`src/rtl/ram_arb_pkg.sv`:
```
// Shared definitions for the eSRAM bridge port arbiter: sequencer states and
// requester ownership codes.
package ram_arb_pkg;

  typedef enum logic [1:0] {
    ST_IDLE = 2'd0,
    ST_ADDR = 2'd1,
    ST_DATA = 2'd2,
    ST_ACK  = 2'd3
  } arb_state_t;

  localparam logic OWN_RQ0 = 1'b0;
  localparam logic OWN_RQ1 = 1'b1;

endpackage

```
`src/rtl/rr_pick2.sv`:
```
// Combinational two-way winner select: a held lock wins first, then a lone
// requester, then the tie rule (fixed rq0 priority or alternate on last owner).
module rr_pick2
  import ram_arb_pkg::*;
#(
  parameter int FIXED_PRIO = 0
) (
  input  logic req0,
  input  logic req1,
  input  logic last_owner,
  input  logic lock_hold,
  input  logic lock_owner,
  output logic grant_valid,
  output logic grant
);

  logic lock_req;

  assign lock_req = (lock_owner == OWN_RQ1) ? req1 : req0;

  always_comb begin
    grant_valid = req0 | req1;
    grant       = OWN_RQ0;
    if (lock_hold && lock_req) begin
      grant = lock_owner;
    end else if (req0 && !req1) begin
      grant = OWN_RQ0;
    end else if (req1 && !req0) begin
      grant = OWN_RQ1;
    end else if (req0 && req1) begin
      grant = (FIXED_PRIO != 0) ? OWN_RQ0 : ~last_owner;
    end
  end

endmodule

```
`src/rtl/ram_port_arbiter.sv`:
```
// Two-requester arbiter/sequencer sharing the byte-wide eSRAM AHB bridge port;
// runs one transfer through address and data phases and acks the owner.
module ram_port_arbiter
  import ram_arb_pkg::*;
#(
  parameter int ADDR_W     = 16,
  parameter int DATA_W     = 8,
  parameter int FIXED_PRIO = 0
) (
  input  logic              Clk,
  input  logic              Rst,
  input  logic [ADDR_W-1:0] rq0_addr,
  input  logic [DATA_W-1:0] rq0_wdata,
  input  logic              rq0_read,
  input  logic              rq0_write,
  input  logic              rq0_lock,
  output logic              rq0_ack,
  output logic [DATA_W-1:0] rq0_rdata,
  input  logic [ADDR_W-1:0] rq1_addr,
  input  logic [DATA_W-1:0] rq1_wdata,
  input  logic              rq1_read,
  input  logic              rq1_write,
  input  logic              rq1_lock,
  output logic              rq1_ack,
  output logic [DATA_W-1:0] rq1_rdata,
  output logic [ADDR_W-1:0] maddr,
  output logic [DATA_W-1:0] mwdata,
  output logic              mread,
  output logic              mwrite,
  input  logic [DATA_W-1:0] mrdata,
  input  logic              mready,
  output logic              owner,
  output logic              busy
);

  arb_state_t        state_q, state_d;
  logic [ADDR_W-1:0] addr_q;
  logic [DATA_W-1:0] wdata_q;
  logic              wr_q;
  logic              owner_q;
  logic              last_owner_q;
  logic              lock_hold_q;
  logic [DATA_W-1:0] rdata0_q, rdata1_q;
  logic              req0, req1, lock_req;
  logic              grant_valid, grant;

  assign req0     = rq0_read | rq0_write;
  assign req1     = rq1_read | rq1_write;
  assign lock_req = (last_owner_q == OWN_RQ1) ? req1 : req0;

  rr_pick2 #(.FIXED_PRIO(FIXED_PRIO)) u_pick (
    .req0        (req0),
    .req1        (req1),
    .last_owner  (last_owner_q),
    .lock_hold   (lock_hold_q),
    .lock_owner  (last_owner_q),
    .grant_valid (grant_valid),
    .grant       (grant)
  );

  always_comb begin
    state_d = state_q;
    mread   = 1'b0;
    mwrite  = 1'b0;
    rq0_ack = 1'b0;
    rq1_ack = 1'b0;
    case (state_q)
      ST_IDLE: if (grant_valid) state_d = ST_ADDR;
      ST_ADDR: begin
        mread  = ~wr_q;
        mwrite = wr_q;
        if (mready) state_d = ST_DATA;
      end
      ST_DATA: if (mready) state_d = ST_ACK;
      ST_ACK: begin
        rq0_ack = (owner_q == OWN_RQ0);
        rq1_ack = (owner_q == OWN_RQ1);
        state_d = ST_IDLE;
      end
      default: state_d = ST_IDLE;
    endcase
  end

  always_ff @(posedge Clk or posedge Rst) begin
    if (Rst) begin
      state_q      <= ST_IDLE;
      addr_q       <= '0;
      wdata_q      <= '0;
      wr_q         <= 1'b0;
      owner_q      <= OWN_RQ0;
      last_owner_q <= OWN_RQ1;
      lock_hold_q  <= 1'b0;
      rdata0_q     <= '0;
      rdata1_q     <= '0;
    end else begin
      state_q <= state_d;
      case (state_q)
        ST_IDLE: begin
          // A lock lapses as soon as its owner stops asking in IDLE.
          if (lock_hold_q && !lock_req) lock_hold_q <= 1'b0;
          if (grant_valid) begin
            owner_q <= grant;
            if (grant == OWN_RQ1) begin
              addr_q  <= rq1_addr;
              wdata_q <= rq1_wdata;
              wr_q    <= rq1_write;
            end else begin
              addr_q  <= rq0_addr;
              wdata_q <= rq0_wdata;
              wr_q    <= rq0_write;
            end
          end
        end
        ST_DATA: begin
          if (mready && !wr_q) begin
            if (owner_q == OWN_RQ1) rdata1_q <= mrdata;
            else                    rdata0_q <= mrdata;
          end
        end
        ST_ACK: begin
          last_owner_q <= owner_q;
          lock_hold_q  <= (owner_q == OWN_RQ1) ? rq1_lock : rq0_lock;
        end
        default: ;
      endcase
    end
  end

  assign maddr     = addr_q;
  assign mwdata    = wdata_q;
  assign owner     = owner_q;
  assign busy      = (state_q != ST_IDLE);
  assign rq0_rdata = rdata0_q;
  assign rq1_rdata = rdata1_q;

endmodule

```
`config.mk`:
```
export PLATFORM = sky130hd
export DESIGN_NAME = ram_port_arbiter
export DESIGN_NICKNAME = d
export VERILOG_FILES = /design/src/rtl/ram_arb_pkg.sv /design/src/rtl/rr_pick2.sv /design/src/rtl/ram_port_arbiter.sv
export SDC_FILE = /design/constraint.sdc
export NUM_CORES = 1
export LEC_CHECK = 0
export ABC_AREA = 1
export BUFFER_PORTS_ARGS = -buffer_cell sky130_fd_sc_hd__buf_4
export CAP_MARGIN = 20
export CORE_ASPECT_RATIO = 1.4
export CORE_UTILIZATION = 30
export DETAILED_ROUTE_END_ITERATION = 10
export GPL_ROUTABILITY_DRIVEN = 1
export PLACE_DENSITY = 0.66
export SYNTH_ARGS = -nofsm -noshare
export SYNTH_HDL_FRONTEND = slang
export SYNTH_SLANG_ARGS = --single-unit
```
`constraint.sdc`:
```
create_clock -name Clk -period 1.9 [get_ports Clk]
set_input_delay 0.285 -clock Clk [delete_from_list [all_inputs] [get_ports Clk]]
set_output_delay 0.285 -clock Clk [all_outputs]
set_load 0.005 [all_outputs]
```
Word-level counts from Yosys, hierarchy flattened
Index checks and enable logic that the tools add are counted.
Word-level totals
  register bits after elaboration: 46
  output and inout bits: 46
  memory bits (writable): 0
  memories: 0
  bits in read-only memories: 0
  latch bits: 0
  logic and storage cells: 59
Operators by class
  reductions and logical operators: 18
  divide/modulo/power cells: 0
  magnitude comparators: 0
  eq/ne operators: 7
  $mul: 0
  shift operators: 0
  bitwise gates (word level): 6
  multiplexer cells: 19
  $add $sub $neg: 0
Operator list (number)
  $mux 16: 1
  $mux 1: 12
  $reduce_and 3->1: 3
  $mux 8: 1
  $ne 2x2->1 const B: 4
  $pmux 2 s4: 1
  $logic_and 1x1->1: 6
  $mux 2: 3
  $eq 2x2->1 const B: 2
  $logic_not 1->1: 4
  $reduce_and 2->1: 2
  $reduce_bool 2->1: 2
  $not 1->1: 3
  $or 1x1->1: 3
  $eq 2x1->1 const B: 1
  $logic_not 2->1: 1
  $pmux 1 s2: 1

Depth between registers and ports, before layout
Gate-level depths: netlist of the first run.
  word-level depth: 7
  gate-level depth with buffers: 8
  depth with buffers taken out: 7

Modules after synthesis
From an unflattened synthesis of the first run, not the netlist that was laid out.
Unflattened totals
  cell total of the unflattened synthesis: 256
  area, all modules: 2224.6 µm²
Modules (own cells, without submodules)
  ram_port_arbiter: area an instance 2195.9 µm², cells an instance 249, instances 1, seq. area each 1152.4 µm²
  rr_pick2: area an instance 28.8 µm², cells an instance 7, instances 1, seq. area each 0.0 µm²

Worst setup path before layout of the first run
OpenSTA, ideal clock, no wires.
  path type: register to register
  from: register state_q[0]
  to: register addr_q[0] (netlist: maddr[0])
  path slack: 483 ps
  data required time: 1783 ps
  period minus slack after synthesis: 1417 ps
  stages on the path, launching flop included: 9
  setup time: 117 ps
  data arrival time: 1299 ps
  cell sequence: dfrtp_1 -> inv_1 -> ha_1 -> inv_2 -> a21oi_4 -> inv_2 -> buf_6 -> nand2_1 -> nand2_1
On the way
  word-level cells in the longest chain between the ends: 2
RTL lines
  start, declared: RTL line ram_port_arbiter.sv:36  | arb_state_t state_q, state_d;
  start signal, assigned: RTL line ram_port_arbiter.sv:96  | state_q <= state_d;
  $logic_not 2->1: RTL line ram_port_arbiter.sv:97  | case (state_q)
  $reduce_and 2->1 (no source line)
  end signal, assigned: RTL line ram_port_arbiter.sv:104  | addr_q <= rq1_addr;
  end signal, assigned: RTL line ram_port_arbiter.sv:108  | addr_q <= rq0_addr;
  end, declared: RTL line ram_port_arbiter.sv:37  | logic [ADDR_W-1:0] addr_q;
No other way between the ends.
A chain may end at the register's enable or synchronous reset.

Worst setup path after layout of the first run
  from: register state_q[0]
  to: output busy
On the way
  word-level cells in the longest chain between the ends: 1
RTL lines
  $reduce_bool 2->1: RTL line ram_port_arbiter.sv:132  | assign busy = (state_q != ST_IDLE);
  end, declared: RTL line ram_port_arbiter.sv:33  | output logic busy
No other way between the ends.

==> summary.txt, run 1 <==
Detailed routing
  – Drt pass-1 iters: 4
  – Via-to-Cell Ratio: ~4.4
  – ANT nets after route: 0
  – DR iter-0 viols: 112
  – Remaining DRCs: 0
  – Vias post-DR: about 2400
  – Wirelength per Cell: 11.7 um
  – DRT Wirelength: 6280 um

Timing
  – Final setup viols: 0
  – Unrepaired setup endpoints after global routing: no
  – Max Fclk: 627 MHz
  – Final Hold Viols: 0
  – Hold_ws: 0.129 ns
  – Tmin final: 1.59 ns
  – Clock skew: 0.00455 ns
  – Worst slew margin: 0.610
  – Final Slew Violations: 0
  – Worst-Margin Slew: 0.585 ns
  – Setup TNS: 0 ns
  – Final cycle utilization of the critical path: 0.839

Critical path
  – Crit path buf inv count: 3
  – CP max stage cell: dfrtp_1
  – WP depth: 4
  – Crit end category: output port
  – WS Path Type: flop to output port
  – R2R depth: 7
  – Worst Path Required: between 1.5 and 2 ns
  – Worst setup SP type: flop
  – Worst path max stage delay: approximately 0.43 ns
  – Worst path top cell family by delay: flip-flops
  – CP Cell Sequence: inv_1 > ha_1 > inv_2 > buf_4
  – Worst EP arrival: 1.31 ns
  – Crit path max fanout: 5

Run status
  – Status: finished, final reports clean

Clock tree
  – Clock root cell: clkbuf_8
  – Hold buffers post-CTS: 0
  – Clock transition at path regs: 0.09 ns
  – Worst skew pair latency: 0.29 ns
  – Clk buf depth: 2
  – H-tree depth: 2
  – Clock sinks: between 40 and 50
  – Num CTS Buffers: 5
  – Post-CTS sizing: 0
  – Post-CTS setup buffers: 0
  – TritonCTS clock tree: built

Floorplan
  – Starting Density: 0.310
  – Die area: 8430 um^2
  – Num rows: 38
  – DIE HEIGHT: 108 um
  – Die width: 77.9 um
  – Placeable Area: just under 8000 um^2
  – I/O Pins: 111

Finish
  – Layout area overhead: 42.0%
  – Most frequent cells in the layout: 114 x buf_4, 104 x nand2_1, 69 x inv_1, 53 x nand3_1, 45 x dfrtp_1
  – Most common cell after layout, fill and taps aside: buf_4
  – Antenna cells: 0
  – Fillers: slightly above 800
  – Nets: roughly 510
  – Share of cells above drive strength 1: 0.299

Placement
  – Final GP Congestion: 0.795
  – Buffers added on ports: 110
  – Post-DP HPWL: 4610 um

Logic synthesis
  – Mapped Area: around 2400 um^2
  – Post-synthesis sequential area ratio: 0.477
  – Synth warn: 0
  – Post-Syn Instances: 328
  – Syn avg cell area: 7.37 um^2
  – FF+latch count, synth: 46
  – Post-synthesis cell type count: 19
  – Syn nets: slightly below 400

Global route
  – Initial antenna violation count: 0
  – Largest net degree at the start of global routing: 47
  – GRT Util Overall: 0.159
  – Vias in the first global route: 2348
  – Total global routing overflow: 0
  – First-pass GRT wire length: 10600 um

Hold path
  – Min-delay worst type: input pin to asynchronous set/reset pin

Power and ir drop
  – Maximum vdd drop: between 0.6 and 0.7 mV
  – Leak Pwr: 2.05 nW
  – Pwr Density: approximately 1400 nW/um^2

Run
  – Max Cap Violations: 0
==> state kept, by name, summed over array words and instances, names as in the netlist <==
signal and flops:
last_owner_q 1, lock_hold_q 1, maddr 16, mwdata 8, owner 1, rq0_rdata 8
rq1_rdata 8, state_q 2, wr_q 1
==> layer usage <==
metal | up-vias | GRT usage | wire length (um)
met5 | - | 0 | 0
met4 | 0 | 0.0431 | 61
met3 | 6 | 0.0430 | 478
met2 | 76 | 0.291 | 3140
met1 | 1069 | 0.180 | 2600
li1 | 1202 | - | -
==> worst reg2reg max path, cell delays in order, from the launching register on <==
cell	delay [ns]
dfrtp_1	0.43
inv_1	0.10
ha_1	0.25
inv_2	0.09
a21oi_4	0.15
buf_4	0.30
nand3_1	0.13
nand2_1	0.08
==> metrics by stage <==
| step | setup WS (ns) | utilization | total power (W) | std cells | instance area [um^2] |
|---|---|---|---|---|---|
| final | 0.305 | 0.440 | 0.00485 | 538 | 3430 |
| after global routing | 0.0470 | 0.440 | 0.00534 | 538 | 3430 |
| after CTS | 0.298 | 0.440 | 0.00495 | 538 | 3430 |
| after detailed placement | 0.331 | 0.425 | 0.00416 | 530 | 3320 |
| after global placement | 0.401 | 0.425 | 0.00408 | 530 | 3320 |
| after floorplan | 0.483 | - | 0.00307 | 328 | 2420 |
==> final timing paths <==
check,start,endpoint,slack [ns]
max reg2reg,state_q[0],maddr[1],0.32
min,Rst,rq1_rdata[7],0.13
max in group asynchronous,Rst,mwdata[4],1.37
min in group Clk,rq0_write,wr_q,0.24
min reg2reg,maddr[14],maddr[14],0.49
max,state_q[0],busy,0.31
==> cells in the mapped netlist (all sizes together) <==
cell type,n,share of area
o21bai,1,0.0031
inv,73,0.11
ha,4,0.021
a21oi,5,0.015
nor2,8,0.012
nand3,54,0.12
nand2,106,0.17
o21ai,19,0.039
dfrtp,45,0.47
clkbuf,1,0.0016
dfstp,1,0.011
buf,11,0.032
==> final cells by class <==
| type | count | area (um^2) | share of cell area |
|---|---|---|---|
| multi-input cells | 197 | 910 | 0.265 |
| inverters | 73 | 274 | 0.0798 |
| clock buffers | 5 | 68.8 | 0.0200 |
| clock inverters | 3 | 47.5 | 0.0138 |
| repair buffers | 114 | 856 | 0.249 |
| well taps | 100 | 125 | 0.0364 |
| flip-flops and latches | 46 | 1150 | 0.336 |
==> logic make-up (layout without fill, tap and decap cells) <==
| group | after synthesis | count (layout) | share of synthesized area |
|---|---|---|---|
| DFF | 46 | 46 | 0.477 |
| adders and majority gates | 4 | 4 | 0.0207 |
| and+or+nand+nor | 168 | 168 | 0.298 |
| AOI/OAI and AO/OA | 25 | 25 | 0.0575 |
| buffers and inverters | 85 | 195 | 0.147 |
==> power by group <==
part / total, W / switching (W) / internal, W
Combinational: 0.00232 / 0.00121 / 0.00111
Clock: 0.000756 / 0.000354 / 0.000402
Sequential: 0.00178 / 0.000309 / 0.00147
No activity file was read; power rests on OpenSTA's default activity.
==> inputs of run 2 (changes only) <==
Settings changed: PLACE_DENSITY 0.66 to 0.68.
Clock period 1.9 ns to 1.3 ns, I/O delays scaled along.
==> summary.txt, run 2 (same netlist as run 1, synthesis figures left out) <==
Floorplan
  – DIE HEIGHT: 108 um (unchanged)
  – I/O Pins: 111 (unchanged)
  – Starting Density: 0.310 (unchanged)
  – Num rows: 38 (unchanged)
  – Die width: 77.9 um (unchanged)
  – Die area: 8430 um^2 (unchanged)
  – Placeable Area: 7800 um^2 (unchanged)

Run
  – Max Cap Violations: 0 (unchanged)

Finish
  – Layout area overhead: 90.1%
  – Share of cells above drive strength 1: 0.589 (+0.290)
  – Final Util: 0.589 (+0.149)
  – Nets: 538 (+6.3%)
  – Most common cell after layout, fill and taps aside: buf_4
  – Design area: 4600 um^2 (+34%)
  – Most frequent cells in the layout: 114 x buf_4, 64 x inv_1, 62 x nand2_1, 44 x nand3_2, 44 x dfrtp_1
  – Antenna cells: 0 (unchanged)
  – Max FFs per register: 16 (unchanged)

Detailed routing
  – Routed wl met3: 410 um (-14%)
  – Via-to-Cell Ratio: 4.73 (+8.2%)
  – DRT Wirelength: 8840 um (+41%)
  – Drt pass-1 iters: 4 (unchanged)
  – WL met2: 4820 um (+53%)
  – ANT nets after route: 0 (unchanged)
  – DR iter-0 viols: 93 (-17%)
  – Max layer used: met4
  – WL met1: 3330 um (+28%)
  – Wirelength per Cell: 15.5 um (+33%)
  – Remaining DRCs: 0 (unchanged)
  – Vias post-DR: 2698 (+15%)

Clock tree
  – H-tree depth: 2 (unchanged)
  – Worst skew pair latency: 0.30 ns (about the same)
  – Clk buf depth: 2 (unchanged)
  – Clock sinks: 46 (unchanged)
  – Clock root cell: clkbuf_8
  – TritonCTS clock tree: built
  – Num CTS Buffers: 5 (unchanged)
  – Clock transition at path regs: 0.08 ns (about the same)

Global route
  – GRT Util Overall: 0.184 (+0.0251)
  – Largest net degree at the start of global routing: 47 (unchanged)
  – Total global routing overflow: 0 (unchanged)
  – Vias in the first global route: 2590 (+10%)
  – Initial antenna violation count: 0 (unchanged)
  – First-pass GRT wire length: 12000 um (+13%)

Critical path
  – Worst Path Required: 1.11 ns (-0.51 ns)
  – Worst path max stage delay: 0.42 ns (about the same)
  – Crit path max fanout: 3 (-2)
  – Worst EP arrival: 1.28 ns (-0.03 ns)
  – Crit path buf inv count: 4 (+1)
  – Worst path top cell family by delay: flip-flops
  – CP max stage cell: dfrtp_1
  – WS Path Type: flop to output port
  – CP Cell Sequence: inv_2 > buf_6 > ha_4 > nand2_1 > inv_1 > buf_6
  – CP dominant cell by count: buf_6
  – Worst setup SP type: flop
  – Crit end category: output port

Timing
  – Final cycle utilization of the critical path: 1.13
  – Hold_ws: 0.171 ns (+0.0416 ns)
  – Clock skew: 0.00561 ns (+0.00107 ns)
  – Tmin final: 1.47 ns
  – Worst slew margin: 0.665 (+0.0549)
  – Final setup viols: 48 (+48)
  – Unrepaired setup endpoints after global routing: yes
  – Worst-Margin Slew: 0.501 ns (-0.0841 ns)
  – Final worst-path setup slack: -0.171 ns (-0.476 ns)
  – Setup TNS: -4.67 ns (-4.67 ns)
  – Final Slew Violations: 0 (unchanged)
  – Max Fclk: between 600 and 700 MHz
  – Final Hold Viols: 0 (unchanged)

Placement
  – Final GP Congestion: 0.799 (+0.53%)
  – Post-DP HPWL: 4920 um (+6.8%)
  – Placement Cell Area: 3440 um^2 (+3.8%)
  – Buffers added on ports: 110 (unchanged)

Power and ir drop
  – Leak Pwr: 2.48 nW (+21%)
  – Maximum vdd drop: 1.24 mV (+98%)
  – Tot Pwr: 0.0102 W (+110%)
  – Pwr Density: 2230 nW/um^2 (+58%)

Hold path
  – Min-delay worst type: input pin to flop

Run status
  – Violated checks: negative setup slack
  – Status: finished, violations left
[run 2: cell count changes in the layout (fill, tap and decap cells not counted), sizes merged]
| cell | change |
|---|---|
| buf | +24 |
| nand2 | +5 |
| clkinv | +2 |
| inv | -2 |
| clkbuf | +1 |
| clkinvlp | +1 |
| dlygate4sd3 | +1 |
[run 2: power breakdown]
part / leakage [nW] / internal, W / switching, W
Sequential: 0.563 / 0.00215 / 0.000567
Clock: 0.0514 / 0.000574 / 0.000491
Combinational: 1.87 / 0.00323 / 0.00323
Total: 2.48 / 0.00595 / 0.00429
[run 2: worst register-to-register path, stage by stage (launching register included)]
cell and delay, ns:
dfstp_2 0.57, inv_2 0.06, nand2_2 0.08, nand3_4 0.14
buf_8 0.18, nand2_8 0.13, nand2_2 0.08, nand3_2 0.06
nand2_1 0.06
[run 2: per-layer routing]
layer,track usage,up-vias
met5,0,-
met1,0.205,1304
met3,0.0278,21
met4,0.0795,0
met2,0.343,90
li1,-,1283
[run 2: worst paths after layout]
| path | from | endpoint | slack, ns | cells after the start |
|---|---|---|---|---|
| setup / recovery | state_q[1] | mwrite | -0.17 | 6 |
| hold / removal | mrdata[7] | rq0_rdata[7] | 0.17 | 3 |
| setup reg to reg | last_owner_q | maddr[7] | -0.15 | 8 |
| hold reg to reg | mwdata[4] | mwdata[4] | 0.49 | 2 |
| max in group asynchronous | Rst | last_owner_q | 0.54 | 4 |
| min in group asynchronous | Rst | mwdata[7] | 0.49 | 4 |
[run 2: stage by stage]
stage | std cells | setup WS, ns
final | 570 | -0.171
after floorplan | 328 | -0.0842
after global placement | 540 | -0.0497
after detailed placement | 540 | -0.102
after global routing | 570 | -0.232
after CTS | 562 | -0.156
[run 2: timing repair]
item	in CTS	in global routing
pin swaps	45	49
hold endpoints to repair	45	0
gates cloned	6	4
endpoints found under the setup margin	49	51
setup buffers	7	6
hold buffers	1	0
resized for setup	99	104
[run 2: layout make-up]
| cell class | instances | area, um^2 |
|---|---|---|
| clock buffer | 6 | 72.6 |
| clock inverter | 2 | 37.5 |
| fill | 678 | 3200 |
| inverter | 73 | 282 |
| multi-input combinational | 202 | 1650 |
| sequential | 46 | 1150 |
| tap | 100 | 125 |
| timing repair buffer | 139 | 1260 |
| timing repair inverter | 2 | 16.3 |
